## src/rtl/matrix_mac_engine.sv

```systemverilog
// Sequential unsigned matrix multiplier: C = A*B, one MAC per cycle, results streamed row-major.
// Define MM_CHECKSUM_EN to add res_sum, the running total of accepted results in the current job.
module matrix_mac_engine #(
   parameter int DW      = 4,
   parameter int MAX_DIM = 2,
   parameter int SW      = $clog2(MAX_DIM + 1),
   parameter int ACC_W   = 2 * DW + $clog2(MAX_DIM)
) (
   input  logic                          CLK,
   input  logic                          RST,
   input  logic                          start,
   input  logic [SW-1:0]                 R1,
   input  logic [SW-1:0]                 C1,
   input  logic [SW-1:0]                 R2,
   input  logic [SW-1:0]                 C2,
   input  logic [MAX_DIM*MAX_DIM*DW-1:0] mat_a,
   input  logic [MAX_DIM*MAX_DIM*DW-1:0] mat_b,
   output logic                          res_valid,
   input  logic                          res_ready,
   output logic [ACC_W-1:0]              res_data,
   output logic [SW-1:0]                 res_row,
   output logic [SW-1:0]                 res_col,
   output logic                          res_last,
   output logic                          busy,
`ifdef MM_CHECKSUM_EN
   output logic [ACC_W-1:0]              res_sum,
`endif
   output logic                          dim_err
);

   localparam int N  = MAX_DIM * MAX_DIM;
   localparam int IW = (N > 1) ? $clog2(N) : 1;
   localparam logic [SW-1:0] MAX_SZ = SW'(MAX_DIM);
   localparam logic [SW-1:0] ONE    = SW'(1);

   typedef enum logic [1:0] {IDLE, CHECK, MAC, EMIT} state_t;
   state_t state_reg, state_next;

   logic [SW-1:0]     r1_reg, c1_reg, r2_reg, c2_reg;
   logic [SW-1:0]     i_reg, j_reg, k_reg;
   logic [N*DW-1:0]   a_reg, b_reg;
   logic [DW-1:0]     a_arr [N];
   logic [DW-1:0]     b_arr [N];
   logic [2*DW-1:0]   prod_reg;
   logic [ACC_W-1:0]  acc_reg;
   logic              dim_err_reg;
   logic [IW-1:0]     a_idx, b_idx;
   logic              size_err, is_last, accept, handshake;

   generate
      for (genvar gi = 0; gi < N; gi++) begin : g_unpack
         assign a_arr[gi] = a_reg[gi*DW +: DW];
         assign b_arr[gi] = b_reg[gi*DW +: DW];
      end
   endgenerate

   assign a_idx = IW'(i_reg) * IW'(MAX_DIM) + IW'(k_reg);
   assign b_idx = IW'(k_reg) * IW'(MAX_DIM) + IW'(j_reg);

   assign size_err = (c1_reg != r2_reg) ||
                     (r1_reg == '0) || (c1_reg == '0) || (r2_reg == '0) || (c2_reg == '0) ||
                     (r1_reg > MAX_SZ) || (c1_reg > MAX_SZ) || (r2_reg > MAX_SZ) || (c2_reg > MAX_SZ);
   assign is_last   = (i_reg == r1_reg - ONE) && (j_reg == c2_reg - ONE);
   // The dim_err cycle still counts as busy, so a start landing there is dropped.
   assign accept    = start && (state_reg == IDLE) && !dim_err_reg;
   assign handshake = (state_reg == EMIT) && res_ready;

   assign res_valid = (state_reg == EMIT);
   assign res_data  = res_valid ? acc_reg : '0;
   assign res_row   = res_valid ? i_reg : '0;
   assign res_col   = res_valid ? j_reg : '0;
   assign res_last  = res_valid && is_last;
   assign busy      = (state_reg != IDLE) || dim_err_reg;
   assign dim_err   = dim_err_reg;

   always_comb begin
      state_next = state_reg;
      case (state_reg)
         IDLE:    if (accept) state_next = CHECK;
         CHECK:   state_next = size_err ? IDLE : MAC;
         MAC:     if (k_reg == c1_reg) state_next = EMIT;
         EMIT:    if (res_ready) state_next = is_last ? IDLE : MAC;
         default: state_next = IDLE;
      endcase
   end

   always_ff @(posedge CLK) begin
      if (RST) state_reg <= IDLE;
      else     state_reg <= state_next;
   end

   // The product is registered ahead of the adder, so MAC runs one extra
   // cycle (k == C1) to fold in the final product.
   always_ff @(posedge CLK) begin
      if (RST) begin
         r1_reg      <= '0;
         c1_reg      <= '0;
         r2_reg      <= '0;
         c2_reg      <= '0;
         a_reg       <= '0;
         b_reg       <= '0;
         i_reg       <= '0;
         j_reg       <= '0;
         k_reg       <= '0;
         prod_reg    <= '0;
         acc_reg     <= '0;
         dim_err_reg <= 1'b0;
      end else begin
         dim_err_reg <= (state_reg == CHECK) && size_err;
         case (state_reg)
            IDLE: begin
               if (accept) begin
                  r1_reg <= R1;
                  c1_reg <= C1;
                  r2_reg <= R2;
                  c2_reg <= C2;
                  a_reg  <= mat_a;
                  b_reg  <= mat_b;
               end
            end
            CHECK: begin
               i_reg   <= '0;
               j_reg   <= '0;
               k_reg   <= '0;
               acc_reg <= '0;
            end
            MAC: begin
               if (k_reg != c1_reg) begin
                  prod_reg <= (2*DW)'(a_arr[a_idx]) * (2*DW)'(b_arr[b_idx]);
                  k_reg    <= k_reg + ONE;
               end
               if (k_reg != '0) acc_reg <= acc_reg + ACC_W'(prod_reg);
            end
            EMIT: begin
               if (res_ready && !is_last) begin
                  acc_reg <= '0;
                  k_reg   <= '0;
                  if (j_reg == c2_reg - ONE) begin
                     j_reg <= '0;
                     i_reg <= i_reg + ONE;
                  end else begin
                     j_reg <= j_reg + ONE;
                  end
               end
            end
            default: ;
         endcase
      end
   end

`ifdef MM_CHECKSUM_EN
   logic [ACC_W-1:0] sum_reg;

   always_ff @(posedge CLK) begin
      if (RST)            sum_reg <= '0;
      else if (accept)    sum_reg <= '0;
      else if (handshake) sum_reg <= sum_reg + acc_reg;
   end

   assign res_sum = sum_reg;
`endif

endmodule

```

## config.mk

```make
export PLATFORM = sky130hd
export DESIGN_NAME = matrix_mac_engine
export DESIGN_NICKNAME = d
export VERILOG_FILES = /design/src/rtl/matrix_mac_engine.sv
export SDC_FILE = /design/constraint.sdc
export NUM_CORES = 1
export LEC_CHECK = 0
export CELL_PAD_IN_SITES_DETAIL_PLACEMENT = 0
export CELL_PAD_IN_SITES_GLOBAL_PLACEMENT = 1
export CORE_MARGIN = 4
export CORE_UTILIZATION = 25
export CTS_CLUSTER_DIAMETER = 50
export DETAILED_ROUTE_END_ITERATION = 6
export PLACE_DENSITY_LB_ADDON = 0.1
export SYNTH_ARGS = -nofsm -noshare
export SYNTH_HDL_FRONTEND = slang
export SYNTH_SLANG_ARGS = --single-unit
```

## constraint.sdc

```tcl
create_clock -name CLK -period 4.9 [get_ports CLK]
set_input_delay 0.49 -clock CLK [delete_from_list [all_inputs] [get_ports CLK]]
set_output_delay 0.49 -clock CLK [all_outputs]
set_load 0.05 [all_outputs]
```

==> impl_results.md <==
* Comb pwr share at 0.102
* Peak VDD IR at around 0.00014 V
* Skew-Pair Late Insertion Delay at between 0.3 and 0.4 ns
* Final setup fails at 0
* CTS root buf: clkbuf_16
* Clk buf depth at 2
* Die span in x at around 130 um
* Critical path class: flop to flop
* Synthesized flop and latch total at between 60 and 70
* Net Count, Synth at between 400 and 500
* Most common cell after layout, fill and taps aside: nand2_1
* Post-Layout Cell Count at 658
* DRT iter0 DRCs at approximately 140
* Final clock skew at about 0.008 ns
* Worst setup SP type: flop
* Int Pwr at slightly above 1000 uW
* Async set-reset flop share out of synthesis at 0
* CTS Buf Count at 9
* Vias at 3003
* Std-Cell Rows at 43
* Core area at about 14000 sq um
* Final ANT Viol Nets at 0
* Filler cell count at 1516
* Post-CTS setup repair buffer count at 0
* Synth Instances at approximately 430
* Post-Route WL at slightly above 9000 um
* Max cap viols at 0
* Worst-Margin Slew at around 0.86 ns
* Largest net degree at the start of global routing at 41
* N_diodes at 0
* Pwr Density at about 300 nW/um^2
* Grt ovf at 0
* CTS tree: done
* Quantity of hold-fixing buffers added after cts at 0
* Die ar. at between 15000 and 20000 sq um
* Num ports at 61
* Yosys warnings at 0
* Clock share of power at 0.476
* RSZ-0062 raised after global routing: false
* Worst EP required at 5.09 ns
* Element type at the critical path end: flop
* Most frequent cells in the layout: nand2_1, dfxtp_1, clkdlybuf4s50_1
* Die Y at approximately 130 um
* Syn Std Cell Area at approximately 3600 sq um
* Post_cts resized at 0
* Leak Pwr at 0.00187 uW
* First-pass GRT wire length at around 15000 um
* Yosys cell types at roughly 50
* Reg power frac at 0.422
* Worst-path clk slew at roughly 0.06 ns
* EDFF count, synth at 0
* Area Growth Syn to Fin at 28.7%
* Final Max Slew Viols at 0
* Endpoints failing hold at 0
* Placer's final routability congestion estimate at 0.728
* Critical path peak fanout at 6
* Sequential fraction of the synthesis area at 0.364
* Sw Share at 0.245
* Final Critical Period at a little under 4 ns
* Htree depth at 3
* Net Sw Power at approximately 340 uW
* Setup TNS at 0 ns
* Min-delay worst type: flop to flop
* DP HPWL at between 6000 and 7000 um
* Initial antenna violation count at 0
* Most used DFF post-synth: dfxtp_1
* Final core utilization at 0.333
* F_max at ~250 MHz
* Wire per inst at around 14 um
* Hold slack at between 0.4 and 0.5 ns
* Vias in the first global route at between 3000 and 4000
* DR pass1 iterations at 4
* Dpl cells at 642
* Status: finished, final reports clean
* Via density at roughly 4.6
* Final nets at around 550
* Initial core utilization at 0.258
* Clk sink count at 66
* Slew margin rel. at 0.426
* Drc violations at 0
* Final period utilization at 0.809
* IO Port Bufs at 60
* CP arrival at around 4.2 ns
* Layout cells sized above 1 at 0.0753
* GRT Resource Usage Total at 0.115
* Mapped Avg Cell Area at ~8.5 sq um
-- path summary, 6_finish.rpt --
kind / startpoint / to / slack (ns) / cells after the start
setup / recovery: i_reg[0] / prod_reg[7] / 0.94 / 13
hold / removal: a_reg[7] / a_reg[7] / 0.45 / 2
setup reg to reg: i_reg[0] / prod_reg[7] / 0.94 / 13
hold reg to reg: a_reg[7] / a_reg[7] / 0.45 / 2
-- cell type report --
type	count	area, sq um	area share
inverters	11	41.3	0.00884
multi-input cells	322	2160	0.463
clock inverters	6	66.3	0.0142
repair buffers	63	618	0.132
clock buffers	10	239	0.0512
flip-flops and latches	66	1320	0.283
well taps	180	225	0.0482
-- through the flow --
step	worst slack, ns	total power [uW]	instance area, sq um
2_1_floorplan	1.37	673	3630
3_3_place_gp	1.06	735	4370
3_5_place_dp	0.915	736	4370
4_1_cts	0.889	1400	4670
5_1_grt	0.646	1440	4670
6_report	0.935	1370	4670
-- critical path, cell delays in order (launching register included) --
cell and delay (ns):
dfxtp_1 0.45, xor2_1 0.48, mux4_1 0.68, nand2_1 0.12, fa_1 0.41, inv_1 0.09, fa_1 0.43, ha_1 0.34
a211oi_1 0.28, o21bai_1 0.11, a21oi_1 0.17, xnor2_1 0.08, mux2i_1 0.13, nor2_1 0.05
-- metal layers --
layer  vias up  GRT usage  routed length [um]
li1       1566          -                   -
met1      1369      0.161                4670
met2        59      0.173                3930
met3         9     0.0232                 335
met4         0     0.0445                 127
met5         -          0                   0
-- kinds of logic after synthesis --
family	Yosys count	synth area share
AO/OA/AOI/OAI	86	0.141
buffers and inverters	37	0.0421
multiplexers	15	0.0710
adder cells (fa/ha/maj)	30	0.114
AND/OR/NAND/NOR	172	0.222
flip-flops	66	0.364
XOR/XNOR	19	0.0458
-- Yosys cell counts, types with 3 or more instances --
cell	count	share of area
nand2_1	93	0.096
dfxtp_1	66	0.36
a21oi_1	55	0.076
ha_1	25	0.086
nor2_1	23	0.024
clkbuf_1	19	0.020
xnor2_1	14	0.034
and3_1	13	0.022
and2_1	12	0.021
inv_1	11	0.011
nand3_1	9	0.012
mux2i_1	7	0.019
mux4_2	6	0.037
o21ai_0	6	0.0083
a21o_1	5	0.010
fa_1	5	0.028
xor2_1	5	0.012
a211oi_1	4	0.0083
buf_2	4	0.0055
nand2b_1	3	0.0052
nand4b_1	3	0.0072
-- power by group through the flow --
stage	clock network, uW	registers (uW)	logic, uW
global placement	0	593	142
global route	699	584	160
CTS	676	581	145
floorplan	0	583	90.3
detailed placement	0	593	144
finish	654	580	141
Power figures use the tool's default switching activity.
